[src/rtl/chiplib_muxn_sync.sv]
// chiplib_muxn_sync: N-way registered mux with a guarded, handshaked select switch.
// Define CHIPLIB_MUXN_PARITY_EN to add dout_par, the even parity of dout.
`timescale 1ns/1ps
module chiplib_muxn_sync #(
  parameter int N = 4,
  parameter int WIDTH = 8,
  parameter int GUARD = 2,
  parameter int RST_SEL = 0,
  localparam int SELW = $clog2(N)
) (
  input  logic             clk,
  input  logic             rst,
  input  logic [N*WIDTH-1:0] din,
  input  logic [SELW-1:0]  sel_req,
  input  logic             sel_vld,
  output logic             sel_rdy,
  output logic [SELW-1:0]  sel_cur,
  output logic [WIDTH-1:0] dout,
  output logic             dout_vld,
  output logic             busy,
`ifdef CHIPLIB_MUXN_PARITY_EN
  output logic             dout_par,
`endif
  output logic             sel_err
);

  typedef enum logic [1:0] {
    IDLE,
    HOLD,
    SWITCH
  } state_t;

  localparam logic [3:0] CNT_INIT =
    (GUARD == 0) ? 4'd0 : 4'(GUARD - 1);
  localparam logic [SELW-1:0] SEL_RST = SELW'(RST_SEL);
  localparam logic [SELW:0] N_LIM = (SELW+1)'(N);
  localparam state_t ENTRY = (GUARD == 0) ? SWITCH : HOLD;

  state_t          state;
  logic [3:0]      cnt;
  logic [SELW-1:0] pend;

  // Padded to a power of two so any select code indexes safely.
  logic [WIDTH-1:0] ch [2**SELW];

  for (genvar k = 0; k < 2**SELW; k++) begin : g_ch
    if (k < N) begin : g_used
      assign ch[k] = din[k*WIDTH +: WIDTH];
    end else begin : g_pad
      assign ch[k] = '0;
    end
  end

  logic [WIDTH-1:0] nxt;
  logic             req_bad;
  logic             req_new;

  assign nxt     = ch[sel_cur];
  assign req_bad = {1'b0, sel_req} >= N_LIM;
  assign req_new = sel_req != sel_cur;
  assign sel_rdy = state == IDLE;

  always_ff @(posedge clk or posedge rst) begin
    if (rst) begin
      state    <= IDLE;
      cnt      <= '0;
      pend     <= SEL_RST;
      sel_cur  <= SEL_RST;
      dout     <= '0;
      dout_vld <= 1'b0;
      busy     <= 1'b0;
      sel_err  <= 1'b0;
`ifdef CHIPLIB_MUXN_PARITY_EN
      dout_par <= 1'b0;
`endif
    end else begin
      sel_err <= 1'b0;
      unique case (state)
        IDLE: begin
          if (sel_vld && !req_bad && req_new) begin
            // dout keeps its last value; only the valid flag drops
            pend     <= sel_req;
            dout_vld <= 1'b0;
            busy     <= 1'b1;
            cnt      <= CNT_INIT;
            state    <= ENTRY;
          end else begin
            dout     <= nxt;
            dout_vld <= 1'b1;
            sel_err  <= sel_vld && req_bad;
`ifdef CHIPLIB_MUXN_PARITY_EN
            dout_par <= ^nxt;
`endif
          end
        end
        HOLD: begin
          if (cnt == 4'd0) state <= SWITCH;
          else cnt <= cnt - 4'd1;
        end
        SWITCH: begin
          sel_cur <= pend;
          busy    <= 1'b0;
          state   <= IDLE;
        end
        default: state <= IDLE;
      endcase
    end
  end

endmodule

[config.mk]
export PLATFORM = sky130hd
export DESIGN_NAME = chiplib_muxn_sync
export DESIGN_NICKNAME = d
export VERILOG_FILES = /design/src/rtl/chiplib_muxn_sync.sv
export SDC_FILE = /design/constraint.sdc
export NUM_CORES = 1
export LEC_CHECK = 0
export CAP_MARGIN = 20
export CORE_ASPECT_RATIO = 2
export CORE_UTILIZATION = 33
export DETAILED_ROUTE_END_ITERATION = 8
export DONT_BUFFER_PORTS = 1
export PLACE_DENSITY_LB_ADDON = 0.05
export REMOVE_ABC_BUFFERS = 1
export SYNTH_ARGS = -nofsm -noshare
export SYNTH_HDL_FRONTEND = slang
export SYNTH_SLANG_ARGS = --single-unit
[constraint.sdc]
create_clock -name clk -period 1.8 [get_ports clk]
set_input_delay 0.09 -clock clk [delete_from_list [all_inputs] [get_ports clk]]
set_output_delay 0.09 -clock clk [all_outputs]
set_load 0.01 [all_outputs]
---- Word level (Yosys, flattened, before mapping) ----
Cells that the tools add are included.
storage, ports and cells
  register bits after elaboration ......... 20
  word-level logic and storage cells ...... 39
cells by class
  add/subtract/negate cells ............... 1
  muxes and demuxes ....................... 12
  order comparisons ....................... 1
  eq/ne operators ......................... 6
  bitwise operators ....................... 2
  reductions and logical operators ........ 10
operators by type and width
  kind                                                                number
  8-bit binary-select mux with 2-bit select                           1
  8-bit two-way mux                                                   2
  4-bit two-way mux                                                   2
  4-bit one-hot mux with 2 select lines                               1
  2-bit AND reduction                                                 4
  4-bit logical NOT                                                   1
  2-bit two-way mux                                                   2
  2-bit != test, second input constant                                2
  2-bit one-hot mux with 2 select lines                               1
  2-bit nonzero test                                                  2
  4-bit by 1-bit subtractor with 4-bit output, second input constant  1
  3-bit greater-or-equal comparator, second input constant            1
  2-bit NOT with 3-bit output                                         1
  3-bit AND reduction                                                 1
  2-bit by 1-bit == test with 1-bit output, second input constant     1
  2-bit == test, second input constant                                1
  2-bit logical NOT                                                   1
  1-bit two-way mux                                                   2
  2-bit by 1-bit != test with 1-bit output, second input constant     1
  2-bit != test                                                       1
  1-bit one-hot mux with 2 select lines                               1
  1-bit logical AND                                                   1
  1-bit NOT                                                           1

---- Logic depth before layout (Yosys ltp) ----
  depth after elaboration ................. 4
  gate-level depth with buffers ........... 6
  mapped depth without buffers ............ 6

---- Worst setup path before layout ----
No wires, ideal clock.
  kind .................................... reg-to-reg
  start ................................... register sel_cur[1]
  end ..................................... register pend[0]
  stages on the path, launching flop included .. 6
  buffers on the path ..................... 1
  required time ........................... 1.675 ns
  clock period less this slack ............ 1.545 ns
  setup time .............................. 0.125 ns
  path slack .............................. 0.255 ns
  arrival time ............................ 1.421 ns
  path through ............................ dfrtp_1 > buf_6 > xor2_2 > o21ai_4 > nand2b_4 > mux2_2
between the ends
  longest elaborated chain between the ends .. 3
ends and longest elaborated chain
  element                               RTL line  text
  from (decl)                           17        output logic [SELW-1:0] sel_cur,
  from (signal assigned)                101       sel_cur <= pend;
  2-bit != test                         60        assign req_new = sel_req != sel_cur;
  1-bit logical AND                     80        if (sel_vld && !req_bad && req_new) begin
  2-bit AND reduction (no source line)  --
  to (signal assigned)                  82        pend <= sel_req;
  to (decl)                             41        logic [SELW-1:0] pend;
No other way between the ends.
A chain may end at the register's enable or synchronous reset.

---- Worst setup path after layout ----
  start ................................... register sel_cur[0]
  end ..................................... register dout[4]
between the ends
  longest elaborated chain between the ends .. 4
  elaborated cells on any way between the ends .. 8
ends and longest elaborated chain
  element                                                                             RTL line  text
  2-bit NOT with 3-bit output (implied by the code) or 2-bit != test (tied branches)  58, 60
  8-bit binary-select mux with 2-bit select or 1-bit logical AND (tied branches)      58, 80
  8-bit two-way mux (implied by the code) or 1-bit NOT (tied branches)                --
  8-bit two-way mux (implied by the code) or 2-bit AND reduction (tied branches)      --
  to (signal assigned)                                                                88        dout <= nxt;
  to (decl)                                                                           18        output logic [WIDTH-1:0] dout,
Parallel ways exist; a longest one is shown, timed or not. The select of a mux whose other input is x is not followed.

==> flow_metrics.env <==
export IMPL_synth_distinct_cells=30
export IMPL_ir_drop_mv=0.751
export IMPL_start_util_pct=34.9
export IMPL_core_area_sq_um=3420
export IMPL_max_freq_mhz=595
export IMPL_dr_wl_met3_um=116
export IMPL_holdPathStages=3
export IMPL_place_area_sq_um=1250
export IMPL_fin_tns_setup_ps=0
export IMPL_yosysWarnings=0
export IMPL_drive_above_1_share_pct=32.2
export IMPL_r2r_cells=2
export IMPL_wl_met1_um=806
export IMPL_most_common_layout_cells="dfrtp_1, mux4_1, mux2_4, inv_1, nor2_1"
export IMPL_cp_arrival_ps=1830
export IMPL_grt_pass1_vias=770
export IMPL_hold_viol_final=0
export IMPL_dpl_hpwl_um=1820
export IMPL_clk_pin_slew_ps=80
export IMPL_final_util_pct=39.5
export IMPL_seq_area_frac_synth_pct=42.0
export IMPL_n_antenna_cell=0
export IMPL_synth_area_per_cell_sq_um=14.4
export IMPL_finalSetupViolCount=0
export IMPL_synth_area_sq_um=1190
export IMPL_htreeDepth=1
export IMPL_hold_class="in2reg"
export IMPL_crit_end="dout[4]$_DFFE_PP0P_"
export IMPL_dr_pass1_iters=3
export IMPL_area_growth_pct=13.3
export IMPL_wirelength_um=2320
export IMPL_clock_sinks=20
export IMPL_startpoint="sel_cur[0]$_DFFE_PP0P_"
export IMPL_grt_max_degree=21
export IMPL_slew_violations=0
export IMPL_grt_util_all_layers_pct=13.6
export IMPL_wl_met2_um=1370
export IMPL_root_buffer="clkbuf_8"
export IMPL_cp_end_kind="flip-flop"
export IMPL_stdcell_area_sq_um=1350
export IMPL_rsz0062_at_grt="no"
export IMPL_critical_path_class="reg2reg"
export IMPL_fin_nets=130
export IMPL_drc=0
export IMPL_crit_path_start_kind="flip-flop"
export IMPL_period_minus_slack_ps=1680
export IMPL_num_rows=30
export IMPL_r2r_start="sel_cur[0]$_DFFE_PP0P_"
export IMPL_die_y_um=87.0
export IMPL_cts_buffers=3
export IMPL_dp_cells=131
export IMPL_worstPathRequired_ps=1950
export IMPL_grt_pass1_wl_um=3760
export IMPL_vias=695
export IMPL_final_common_cell="dfrtp_1"
export IMPL_status="finished clean"
export IMPL_routabilityCongestion=0.721
export IMPL_top_layer="met4"
export IMPL_p_leak_nw=0.593
export IMPL_instances_no_fill=138
export IMPL_finClkSkew_ps=9.20
export IMPL_die_width_um=44.5
export IMPL_numPortBuffers=0
export IMPL_drt_iter0_markers=9
export IMPL_clock_latency_ps=260
export IMPL_cap_violations=0
export IMPL_syn_inst=83
export IMPL_routedWlPerCell_um=16.8
export IMPL_cellPowerDensity_nw_per_um2=1830
export IMPL_timing_rr_end="dout[4]$_DFFE_PP0P_"
export IMPL_via_per_inst=5.04
export IMPL_ant_nets=0
export IMPL_cts_tree="built"
export IMPL_grt_overflow=0
export IMPL_r2r_slack_ps=120
export IMPL_critPathMaxFanout=10
export IMPL_clk_path_buf_depth=2
export IMPL_dieArea_sq_um=3870
export IMPL_synth_seq_cells=20
export IMPL_antenna_found_initial=0
export IMPL_fin_crit_sh_pct=93.3
export IMPL_io_pins=51
stage by stage:
| stage | setup slack [ps] | power (mW) | hold WS, ps |
|---|---|---|---|
| after floorplan | 195 | 1.79 | 53.8 |
| after global routing | 16.3 | 2.65 | 112 |
| after detailed placement | 91.3 | 2.05 | 36.8 |
| after global placement | 113 | 2.02 | 33.1 |
| after CTS | 80.2 | 2.52 | 103 |
| final | 120 | 2.47 | 107 |
where the power goes:
| group | total (mW) | switching [mW] | internal [mW] |
|---|---|---|---|
| sequential | 0.946 | 0.274 | 0.672 |
| clock | 0.445 | 0.148 | 0.297 |
| combinational | 1.08 | 0.454 | 0.625 |
routing by layer:
layer | global-route usage [%] | vias up
met5 | 0 | -
met4 | 6.61 | 0
met3 | 2.28 | 2
met2 | 23.7 | 27
met1 | 15.6 | 346
li1 | - | 320
sequential cells by signal, indices dropped and copies added (netlist names):
register / flops
busy: 1
cnt: 4
dout: 8
dout_vld: 1
pend: 2
sel_cur: 2
state: 2
synth_stat cells:
master     number  area share [%]
a21oi_2         1            0.74
mux4_1          8              18
mux2_4          8              10
nor2b_1         1            0.53
nand2_4         1            0.95
or3_1           1            0.53
o22a_1          1            0.74
o22ai_1         3             1.6
buf_6           2             1.9
ha_1            2             2.1
a21boi_0        1            0.63
mux2_2          4             3.8
nor3b_1         1            0.63
nor2_4          1            0.95
clkbuf_1        1            0.31
inv_1           6             1.9
nand2b_4        1             1.2
conb_1          1            0.31
a31oi_1         1            0.53
buf_4           1            0.63
o21a_1          1            0.63
dfrtp_1        20              42
nor3_1          2            0.84
or3b_2          1            0.74
nor4_1          1            0.53
nor2_1          5             1.6
a2bb2oi_1       1            0.74
o21ai_4         1             1.4
xor2_2          2             2.7
a21oi_1         3             1.3
kinds of logic (layout without fill, tap and decap cells):
| kind of cell | count (synthesis) | in the layout | share of synthesized area [%] |
|---|---|---|---|
| multiplexers | 20 | 20 | 31.5 |
| flip-flops | 20 | 20 | 42.0 |
| AND/OR/NAND/NOR | 15 | 15 | 8.40 |
| AO/OA/AOI/OAI | 13 | 13 | 8.19 |
| buffers and inverters | 10 | 17 | 4.73 |
| adder cells (fa/ha/maj) | 2 | 2 | 2.10 |
| XOR/XNOR | 2 | 2 | 2.73 |
| other | 1 | 1 | 0.315 |
how the worst min path moves through the flow:
stage / start / to / slack (ps)
floorplan: rst / busy$_DFFE_PP0P_ / 50
global placement: rst / dout[2]$_DFFE_PP0P_ / 30
detailed placement: rst / dout[3]$_DFFE_PP0P_ / 40
CTS: sel_vld / busy$_DFFE_PP0P_ / 100
global route: sel_vld / busy$_DFFE_PP0P_ / 110
finish: sel_vld / busy$_DFFE_PP0P_ / 110
what timing repair did:
| item | 4_1_cts | 5_1_grt |
|---|---|---|
| setup endpoints to repair | 0 | 1 |
| hold endpoints to repair | 22 | 0 |
| buffers inserted | 0 | 0 |
| hold buffers | 3 | 0 |
| gates resized for setup | 0 | 1 |
critical path, stage by stage, from the launching register on:
cell	delay, ps
dfrtp_1	650
mux4_1	630
mux2_4	280
area by class of cell:
cell class,count,area (sq um)
fill,326,2070
multi-input combinational,53,634
sequential,20,502
timing repair buffer,7,60.1
tap,48,60.1
clock buffer,3,41.3
clock inverter,1,30.0
inverter,6,22.5
Power figures use the tool's default switching activity.
